$ cat config.mk
export PLATFORM = sky130hd
export DESIGN_NAME = mem_stage
export DESIGN_NICKNAME = d
export VERILOG_FILES = /design/src/rtl/mem_stage_pkg.sv /design/src/rtl/mem_stage_align.sv /design/src/rtl/mem_stage.sv
export SDC_FILE = /design/constraint.sdc
export NUM_CORES = 1
export LEC_CHECK = 0
export BUFFER_PORTS_ARGS = -buffer_cell sky130_fd_sc_hd__buf_2
export CORE_MARGIN = 2
export CORE_UTILIZATION = 52
export DETAILED_ROUTE_END_ITERATION = 6
export GPL_TIMING_DRIVEN = 0
export PLACE_DENSITY = 0.84
export SKIP_LAST_GASP = 1
export SLEW_MARGIN = 20
export SYNTH_ARGS = -nofsm -noshare
export SYNTH_HDL_FRONTEND = slang
export SYNTH_SLANG_ARGS = --single-unit
export TNS_END_PERCENT = 10
$ cat constraint.sdc
create_clock -name clk -period 2.8 [get_ports clk]
set_input_delay 0 -clock clk [delete_from_list [all_inputs] [get_ports clk]]
set_output_delay 0 -clock clk [all_outputs]
set_load 0.005 [all_outputs]
$ cat src/rtl/mem_stage_pkg.sv
// Shared definitions for the MEM pipeline stage: opcodes, funct3 codes, bus widths
// and the captured-access record.
package mem_stage_pkg;

  localparam int InstBus    = 32;
  localparam int RegBus     = 32;
  localparam int RegAddrBus = 5;

  localparam logic [6:0] INST_TYPE_L = 7'b0000011;
  localparam logic [6:0] INST_TYPE_S = 7'b0100011;

  localparam logic [2:0] INST_LB  = 3'b000;
  localparam logic [2:0] INST_LH  = 3'b001;
  localparam logic [2:0] INST_LW  = 3'b010;
  localparam logic [2:0] INST_LBU = 3'b100;
  localparam logic [2:0] INST_LHU = 3'b101;
  localparam logic [2:0] INST_SB  = 3'b000;
  localparam logic [2:0] INST_SH  = 3'b001;
  localparam logic [2:0] INST_SW  = 3'b010;

  localparam logic [InstBus-1:0] INST_NOP = 32'h0000_0013;
  localparam logic [RegBus-1:0]  ZeroWord = 32'h0000_0000;

  // Everything the stage needs to finish an access after upstream moves on.
  typedef struct packed {
    logic [InstBus-1:0]    inst;
    logic [InstBus-1:0]    inst_addr;
    logic [RegBus-1:0]     wdata;
    logic                  we;
    logic [RegAddrBus-1:0] waddr;
    logic [RegBus-1:0]     addr;
    logic [RegBus-1:0]     sdata;
    logic                  store;
    logic [2:0]            funct3;
  } mem_acc_t;

  // funct3[1:0] gives the access size: 00 byte, 01 half, otherwise word.
  function automatic logic is_misaligned(input logic [2:0] funct3, input logic [1:0] a);
    logic mis;
    case (funct3[1:0])
      2'b00:   mis = 1'b0;
      2'b01:   mis = a[0];
      default: mis = (a != 2'b00);
    endcase
    return mis;
  endfunction

endpackage

$ cat src/rtl/mem_stage_align.sv
// Byte-lane steering for stores and byte/half extraction plus extension for loads.
// Purely combinational, keyed by funct3 and the low two address bits.
module mem_align
  import mem_stage_pkg::*;
(
  input  logic [2:0]        funct3_i,
  input  logic [1:0]        addr_lo_i,
  input  logic [RegBus-1:0] sdata_i,
  input  logic [RegBus-1:0] rdata_i,
  output logic [3:0]        be_o,
  output logic [RegBus-1:0] wdata_o,
  output logic [RegBus-1:0] ldata_o
);

  logic [7:0]  byte_sel;
  logic [15:0] half_sel;

  always_comb begin
    be_o    = 4'b1111;
    wdata_o = sdata_i;
    case ({1'b0, funct3_i[1:0]})
      INST_SB: begin
        be_o    = 4'b0001 << addr_lo_i;
        wdata_o = {4{sdata_i[7:0]}};
      end
      INST_SH: begin
        be_o    = addr_lo_i[1] ? 4'b1100 : 4'b0011;
        wdata_o = {2{sdata_i[15:0]}};
      end
      INST_SW: begin
        be_o    = 4'b1111;
        wdata_o = sdata_i;
      end
      default: ;
    endcase
  end

  always_comb begin
    byte_sel = 8'h00;
    case (addr_lo_i)
      2'd0:    byte_sel = rdata_i[7:0];
      2'd1:    byte_sel = rdata_i[15:8];
      2'd2:    byte_sel = rdata_i[23:16];
      default: byte_sel = rdata_i[31:24];
    endcase
    half_sel = addr_lo_i[1] ? rdata_i[31:16] : rdata_i[15:0];

    ldata_o = rdata_i;
    case (funct3_i)
      INST_LB:  ldata_o = {{24{byte_sel[7]}}, byte_sel};
      INST_LBU: ldata_o = {24'h000000, byte_sel};
      INST_LH:  ldata_o = {{16{half_sel[15]}}, half_sel};
      INST_LHU: ldata_o = {16'h0000, half_sel};
      INST_LW:  ldata_o = rdata_i;
      default:  ldata_o = rdata_i;
    endcase
  end

endmodule

$ cat src/rtl/mem_stage.sv
// MEM stage: runs loads/stores over a req/gnt/rvalid bus, stalls upstream while busy.
// Optional MEM_MISALIGN_TRAP_EN: misaligned half/word ops skip the bus and flag misalign_o.
module mem_stage
  import mem_stage_pkg::*;
#(
  parameter int BUS_TIMEOUT = 16
) (
  input  logic                  clk,
  input  logic                  rst,
  input  logic                  valid_i,
  input  logic [InstBus-1:0]    inst_i,
  input  logic [InstBus-1:0]    inst_addr_i,
  input  logic [RegBus-1:0]     reg_wdata_i,
  input  logic                  reg_we_i,
  input  logic [RegAddrBus-1:0] reg_waddr_i,
  input  logic [RegBus-1:0]     op1_add_op2_res_i,
  input  logic [RegBus-1:0]     reg2_rdata_i,
  output logic                  stall_o,
  output logic                  dmem_req_o,
  output logic                  dmem_we_o,
  output logic [RegBus-1:0]     dmem_addr_o,
  output logic [3:0]            dmem_be_o,
  output logic [RegBus-1:0]     dmem_wdata_o,
  input  logic                  dmem_gnt_i,
  input  logic                  dmem_rvalid_i,
  input  logic [RegBus-1:0]     dmem_rdata_i,
  output logic                  valid_o,
  output logic [InstBus-1:0]    inst_o,
  output logic [InstBus-1:0]    inst_addr_o,
  output logic [RegBus-1:0]     reg_wdata_o,
  output logic                  reg_we_o,
  output logic [RegAddrBus-1:0] reg_waddr_o,
  output logic                  bus_err_o
`ifdef MEM_MISALIGN_TRAP_EN
  ,
  output logic                  misalign_o
`endif
);

  typedef enum logic [1:0] {
    IDLE = 2'd0,
    REQ  = 2'd1,
    RESP = 2'd2
  } state_e;

  localparam int unsigned CntW = $clog2(BUS_TIMEOUT) + 1;
  localparam logic [CntW-1:0] TimeoutLast = CntW'(BUS_TIMEOUT - 1);

  state_e          state_q;
  mem_acc_t        acc_q;
  mem_acc_t        acc_d;
  logic [CntW-1:0] cnt_q;

  logic       is_load;
  logic       is_store;
  logic       is_mem;
  logic       mis_in;
  logic       mem_go;
  logic       in_req;
  logic       in_resp;
  logic       timeout;
  logic [3:0] be_w;
  logic [RegBus-1:0] wdata_w;
  logic [RegBus-1:0] ldata_w;

  assign is_load  = (inst_i[6:0] == INST_TYPE_L);
  assign is_store = (inst_i[6:0] == INST_TYPE_S);
  assign is_mem   = valid_i & (is_load | is_store);

`ifdef MEM_MISALIGN_TRAP_EN
  assign mis_in = is_misaligned(inst_i[14:12], op1_add_op2_res_i[1:0]);
`else
  assign mis_in = 1'b0;
`endif

  assign mem_go  = is_mem & ~mis_in;
  assign in_req  = (state_q == REQ);
  assign in_resp = (state_q == RESP);
  // Counter keeps running past the limit only when a late gnt moved a load into RESP.
  assign timeout = (in_req | in_resp) & (cnt_q >= TimeoutLast);

  assign acc_d = '{
    inst:      inst_i,
    inst_addr: inst_addr_i,
    wdata:     reg_wdata_i,
    we:        reg_we_i,
    waddr:     reg_waddr_i,
    addr:      op1_add_op2_res_i,
    sdata:     reg2_rdata_i,
    store:     is_store,
    funct3:    inst_i[14:12]
  };

  mem_align u_align (
    .funct3_i  (acc_q.funct3),
    .addr_lo_i (acc_q.addr[1:0]),
    .sdata_i   (acc_q.sdata),
    .rdata_i   (dmem_rdata_i),
    .be_o      (be_w),
    .wdata_o   (wdata_w),
    .ldata_o   (ldata_w)
  );

  always_comb begin
    stall_o = 1'b0;
    case (state_q)
      IDLE:    stall_o = mem_go;
      REQ:     stall_o = dmem_gnt_i ? ~acc_q.store : ~timeout;
      RESP:    stall_o = ~dmem_rvalid_i & ~timeout;
      default: stall_o = 1'b0;
    endcase
  end

  assign dmem_req_o   = in_req;
  assign dmem_we_o    = in_req & acc_q.store;
  assign dmem_addr_o  = in_req ? {acc_q.addr[31:2], 2'b00} : ZeroWord;
  assign dmem_be_o    = in_req ? be_w : 4'b0000;
  assign dmem_wdata_o = (in_req & acc_q.store) ? wdata_w : ZeroWord;

  always_ff @(posedge clk) begin
    if (rst) begin
      state_q     <= IDLE;
      cnt_q       <= '0;
      acc_q       <= '0;
      valid_o     <= 1'b0;
      inst_o      <= INST_NOP;
      inst_addr_o <= ZeroWord;
      reg_wdata_o <= ZeroWord;
      reg_we_o    <= 1'b0;
      reg_waddr_o <= '0;
      bus_err_o   <= 1'b0;
`ifdef MEM_MISALIGN_TRAP_EN
      misalign_o  <= 1'b0;
`endif
    end else begin
      bus_err_o <= 1'b0;
`ifdef MEM_MISALIGN_TRAP_EN
      misalign_o <= 1'b0;
`endif
      case (state_q)
        IDLE: begin
          cnt_q <= '0;
          if (mem_go) begin
            acc_q    <= acc_d;
            state_q  <= REQ;
            valid_o  <= 1'b0;
            reg_we_o <= 1'b0;
          end else begin
            valid_o     <= valid_i;
            inst_o      <= inst_i;
            inst_addr_o <= inst_addr_i;
            reg_wdata_o <= reg_wdata_i;
            reg_we_o    <= reg_we_i;
            reg_waddr_o <= reg_waddr_i;
`ifdef MEM_MISALIGN_TRAP_EN
            if (is_mem & mis_in) begin
              misalign_o <= 1'b1;
              reg_we_o   <= 1'b0;
            end
`endif
          end
        end

        REQ: begin
          cnt_q   <= cnt_q + 1'b1;
          valid_o <= 1'b0;
          if (dmem_gnt_i) begin
            if (acc_q.store) begin
              state_q     <= IDLE;
              valid_o     <= 1'b1;
              inst_o      <= acc_q.inst;
              inst_addr_o <= acc_q.inst_addr;
              reg_wdata_o <= acc_q.wdata;
              reg_we_o    <= 1'b0;
              reg_waddr_o <= acc_q.waddr;
            end else begin
              state_q <= RESP;
            end
          end else if (timeout) begin
            state_q     <= IDLE;
            valid_o     <= 1'b1;
            bus_err_o   <= 1'b1;
            inst_o      <= acc_q.inst;
            inst_addr_o <= acc_q.inst_addr;
            reg_wdata_o <= ZeroWord;
            reg_we_o    <= 1'b0;
            reg_waddr_o <= acc_q.waddr;
          end
        end

        RESP: begin
          cnt_q   <= cnt_q + 1'b1;
          valid_o <= 1'b0;
          if (dmem_rvalid_i) begin
            state_q     <= IDLE;
            valid_o     <= 1'b1;
            inst_o      <= acc_q.inst;
            inst_addr_o <= acc_q.inst_addr;
            reg_wdata_o <= ldata_w;
            reg_we_o    <= acc_q.we;
            reg_waddr_o <= acc_q.waddr;
          end else if (timeout) begin
            state_q     <= IDLE;
            valid_o     <= 1'b1;
            bus_err_o   <= 1'b1;
            inst_o      <= acc_q.inst;
            inst_addr_o <= acc_q.inst_addr;
            reg_wdata_o <= ZeroWord;
            reg_we_o    <= 1'b0;
            reg_waddr_o <= acc_q.waddr;
          end
        end

        default: state_q <= IDLE;
      endcase
    end
  end

endmodule

* Word-level counts from Yosys, hierarchy flattened
Cells that the tools add are included.
** Word-level totals
- Flip-flop bits (word level) :: 281
- Bits of input ports :: 203
- Output and inout bits :: 175
- Logic and storage cells :: 110
** Operators by class
- Add/subtract/negate cells :: 1
- Magnitude comparators :: 1
- Equal/unequal tests :: 13
- Shifts and indexed selects :: 1
- Multiplexer cells :: 57
- Bitwise logic cells :: 9
- Reductions and logical operators :: 10
** Operator list (number)
- 32-bit 2-to-1 mux :: 17
- 32-bit case mux with 3 select lines :: 3
- 32-bit case mux with 4 select lines :: 1
- 32-bit case mux with 2 select lines :: 1
- 5-bit 2-to-1 mux :: 5
- 8-bit case mux with 3 select lines :: 1
- 16-bit 2-to-1 mux :: 1
- 5-bit case mux with 3 select lines :: 1
- 1-bit 2-to-1 mux :: 13
- 2-bit 2-to-1 mux :: 5
- 5-bit case mux with 2 select lines :: 1
- 1-bit case mux with 3 select lines :: 3
- 4-bit 2-to-1 mux :: 2
- 4-bit case mux with 2 select lines :: 1
- 7-bit by 2-bit == test with 1-bit output (second input constant) :: 1
- 7-bit by 6-bit == test with 1-bit output (second input constant) :: 1
- 2-bit by 1-bit == test with 1-bit output (second input constant) :: 3
- 3-bit == test (second input constant) :: 2
- 2-bit logical NOT :: 3
- 2-bit case mux with 3 select lines :: 1
- 5-bit by 1-bit adder with 5-bit output (second input constant) :: 1
- 5-bit by 4-bit greater-or-equal comparator with 1-bit output (second input constant) :: 1
- 1-bit AND :: 4
- 2-bit == test (second input constant) :: 2
- 13 further kinds :: 18

* Logic depth before layout (Yosys ltp)
- Word-level depth :: 6
- Mapped depth :: 10
- Mapped depth without buffers :: 8

* Cells and area by module
From an unflattened synthesis, not the netlist that was laid out.
** Second synthesis, totals
- Cell total of the unflattened synthesis :: 1557
- Area total of the unflattened synthesis :: 13043.8 um^2
** Modules (own cells, without submodules)
- mem_stage :: times used 1, cells each 1358, area each 11698.7 um^2, sequential area each 5565.3 um^2
- mem_align :: times used 1, cells each 199, area each 1345.0 um^2, sequential area each 0.0 um^2

* Worst setup path before layout
OpenSTA, ideal clock, no wires.
- Path type :: reg-to-reg
- Start :: reg cnt_q[0]
- End :: reg inst_addr_o[31]
- Setup time :: 0.134 ns
- Arrival :: 2.153 ns
- Data required time :: 2.666 ns
- Path slack :: 0.514 ns
- Cell stages (with the launch flop) :: 10
- Path buffers :: 1
- Clock period less this slack :: 2.286 ns
- Path through :: dfxtp_1 ha_1 and3_1 ha_1 or2_2 clkbuf_1 nor4_1 o21ai_0 a211oi_1 a211oi_1
** On the way
- Longest elaborated chain between the ends :: 5
- Elaborated cells between the ends (all ways) :: 6
- Those cells by class :: order compare: 1; mux: 4; bitwise: 1
** Ends and longest elaborated chain
- start: declaration :: line mem_stage.sv:52 : logic [CntW-1:0] cnt_q;
- start signal: assignment :: line mem_stage.sv:165 : cnt_q <= cnt_q + 1'b1;
- start signal: assignment :: line mem_stage.sv:192 : cnt_q <= cnt_q + 1'b1;
- 5-bit by 4-bit greater-or-equal comparator with 1-bit output (*) :: line mem_stage.sv:80 : assign timeout = (in_req | in_resp) & (cnt_q >= TimeoutLast);
- 1-bit AND (*) :: line mem_stage.sv:80
- 32-bit 2-to-1 mux (*)
- 32-bit 2-to-1 mux, on equally long branches
- 32-bit case mux with 3 select lines (*)
- end signal: assignment :: line mem_stage.sv:127 : inst_addr_o <= ZeroWord;
- end signal: assignment :: line mem_stage.sv:151 : inst_addr_o <= inst_addr_i;
- end signal: assignment :: line mem_stage.sv:172 : inst_addr_o <= acc_q.inst_addr;
- end: declaration :: line mem_stage.sv:29 : output logic [InstBus-1:0] inst_addr_o,
Mark *: on every way between the ends. The rest lies on a longest branch, timed or not.
A chain may end at the register's enable or synchronous reset.

==> impl_results.md <==
- Status: complete, but fails checks
- Failing checks: setup timing
- Worst EP arrival: approximately 2.8 ns
- P per Cell Area: ~500 nW/µm²
- Yosys reg bits: roughly 280
- DIE WIDTH: 161 µm
- Finished Core Util: between 70% and 80%
- Commonest non-fill, non-tap cells in the layout: nand2_1 (467), buf_2 (407), dfxtp_1 (278)
- Final setup skew: between 0.02 and 0.025 ns
- Via density: 6.05
- Worst-Margin Slew: 0.875 ns
- Library cells used by synthesis: 67
- NumNets Final: 2502
- Switching power share of the total: 24.0%
- Post-Synthesis Cells: about 1700
- Complex-gate fraction of the synthesized area: 24.3%
- Period minus WS final: 2.83 ns
- Fin worst setup slack: -0.0303 ns
- Reg2Reg Setup Slack: 0.04 ns
- Clock buffer depth: 3
- Final Power: 9.05 mW
- Clock sink total: between 200 and 300
- Row cnt: 57
- GP Congestion: 0.958
- Initial antenna violation count: 3
- Area grow syn2layout: 40.8%
- Sequential area share after synthesis: 43.3%
- Final Setup Violations: 2
- Buffers on Ports: approximately 380
- LEAKAGE: 7.33 nW
- Sequential share of power: 45.5%
- Post-synth EDFFs: 0
- Setup_tns: -0.0363 ns
- Worst min path class: input pin to flip-flop
- P_sw: 2.17 mW
- Largest net degree at the start of global routing: 14
- Die area: 26000 µm²
- Max Cap Viol: 0
- First-pass GRT wire length: about 83000 µm
- Number of CTS-inserted buffers: 29
- Largest family of logic cells by synthesized area: compound AO/OA/AOI/OAI gates
- Gr ovfl total: 0
- Post-Place Cell Area: 15200 µm²
- Synth Cell Area: 12900 µm²
- Hold Vio Cnt, Final: 0
- Most common cell after layout, fill and taps aside: nand2_1
- DRC: 0
- Combinational Power Share: 9.7%
- IR drop worst, VDD: around 0.43 mV
- Crit path kind: flip-flop to output port
- Post-Synth Simple-Gate Area: 24.2%
- Post-route cell area: 18100 µm²
- Detailed Place HPWL: 35500 µm
- Crit path capture type: output port
- Hold WS: approximately 0.015 ns
- Worst skew pair latency: 0.56 ns
- Post-synthesis mux area share: 2.16%
- Startpoint types: flip-flop
- Routed WL per cell: 20.6 µm
- Slew headroom: 41.6%
- Antenna viol nets, final: 0
- Req. time, crit path: 2.80 ns
- P_int: 6.88 mW
- CTS tree: built
- Htree depth: 1
- DRT Pass-1 Iters: 6
- Initial drt markers: 2122
- Post-synthesis area per instance: between 7 and 8 µm²
- Tot GR Track Use: 40.3%
- Fin crit share: 101%
- Fmax: 353 MHz
- Root buf cell: clkbuf_16
- Core ar.: about 24000 µm²
- RSZ-0062 raised after global routing: yes
- Synth warn: 0
- Io pins: 378
- Share of cells above drive strength 1: 21.7%
- Clock slew seen by the registers of the worst setup and hold paths: 0.06 ns
- XOR/XNOR share of the synthesized area: 0%
- Adder and majority gate portion of the synthesized area: 0.584%
- Proportion of power drawn by the clock network: 44.8%
- Initial Util: 52.9%
- Pre-CTS WS: -0.0760 ns
- Die Ht: 161 µm
- Post-synth top flop: dfxtp_1
- Vias: ~16000
- FFs w/ async S/R, synth: 0%
- Crit path max fanout: 10
- Fin cells: 2641
- Cell count after placement: 2393
- Number of global-route vias before repair: roughly 16000
- Slew Viols, Final: 0
- Wirelength, routed: between 50000 and 60000 µm
-- synth_stat cells, types with 18 or more instances --
cell | n | area (µm²)
mux2i_1 | 21 | 210
a21oi_1 | 212 | 1060
nor3_1 | 22 | 110
buf_2 | 34 | 170
and2_1 | 39 | 244
nor4_1 | 18 | 113
nand3_1 | 21 | 105
o21ai_0 | 86 | 430
o211ai_1 | 80 | 601
nor2_1 | 83 | 312
dfxtp_1 | 278 | 5570
a22o_1 | 20 | 175
a211oi_1 | 22 | 165
clkbuf_1 | 85 | 319
and3_1 | 24 | 150
nand2_1 | 468 | 1760
-- cell families after synthesis --
family                   after synthesis
AO/OA/AOI/OAI                        506
adder cells (fa/ha/maj)                6
buffers and inverters                157
flip-flops                           278
multiplexers                          26
other                                  1
AND/OR/NAND/NOR                      719
-- registers in the layout (all words and copies together) (netlist names) --
signal	cells
acc_q	167
reg_wdata_o	32
valid_o	1
cnt_q	5
reg_we_o	1
bus_err_o	1
reg_waddr_o	5
inst_o	32
state_q	2
inst_addr_o	32
-- repair_timing --
action	4_1_cts	5_1_grt
buffers inserted	0	4
pin swaps	0	1
setup endpoints to repair	75	111
gates resized for setup	3	20
endpoints found under the hold margin	266	1
hold buffers	189	1
-- power groups by stage --
stage / Combinational [mW] / Sequential (mW) / Clock (mW)
2_1_floorplan: 0.237 / 4.20 / 0
3_3_place_gp: 0.606 / 4.19 / 0
3_5_place_dp: 0.618 / 4.20 / 0
4_1_cts: 0.831 / 4.11 / 4.02
5_1_grt: 0.927 / 4.12 / 4.19
6_report: 0.876 / 4.12 / 4.05
-- path summary, 6_finish.rpt --
path	to	start	cells after the start
hold reg to reg	acc_q[137]$_SDFFE_PP0P_	acc_q[137]$_SDFFE_PP0P_	2
setup reg to reg	acc_q[68]$_SDFFE_PP0P_	state_q[0]$_SDFFE_PP0P_	8
hold / removal	reg_wdata_o[29]$_SDFFE_PP0P_	dmem_rdata_i[29]	4
setup / recovery	dmem_wdata_o[17]	acc_q[151]$_SDFFE_PP0P_	7
-- worst max-delay path: stages, from the launching register on --
cell	delay [ns]
dfxtp_1	0.40
buf_2	0.23
buf_2	0.23
buf_1	0.48
buf_2	0.40
mux2i_1	0.32
nor2_1	0.07
buf_2	0.14
-- cell type report --
class / instances / area [µm²]
Antenna cell: 3 / 7.51
Buffer: 142 / 657
Clock buffer: 41 / 851
Clock inverter: 11 / 134
Fill cell: 1701 / 6200
Inverter: 14 / 56.3
Multi-Input combinational cell: 1259 / 6630
Sequential cell: 278 / 5570
Tap cell: 324 / 405
Timing Repair Buffer: 569 / 3810
-- routing by layer --
metal  share of wire (%)  vias up  global-route usage [%]
met3                  10      312                    8.60
met5               0.024        -                       0
met4                 6.4        2                    23.8
met1                  36     7403                    47.8
li1                    -     7077                       -
met2                  47     1185                    67.3
(Power assumes the default switching activity.)
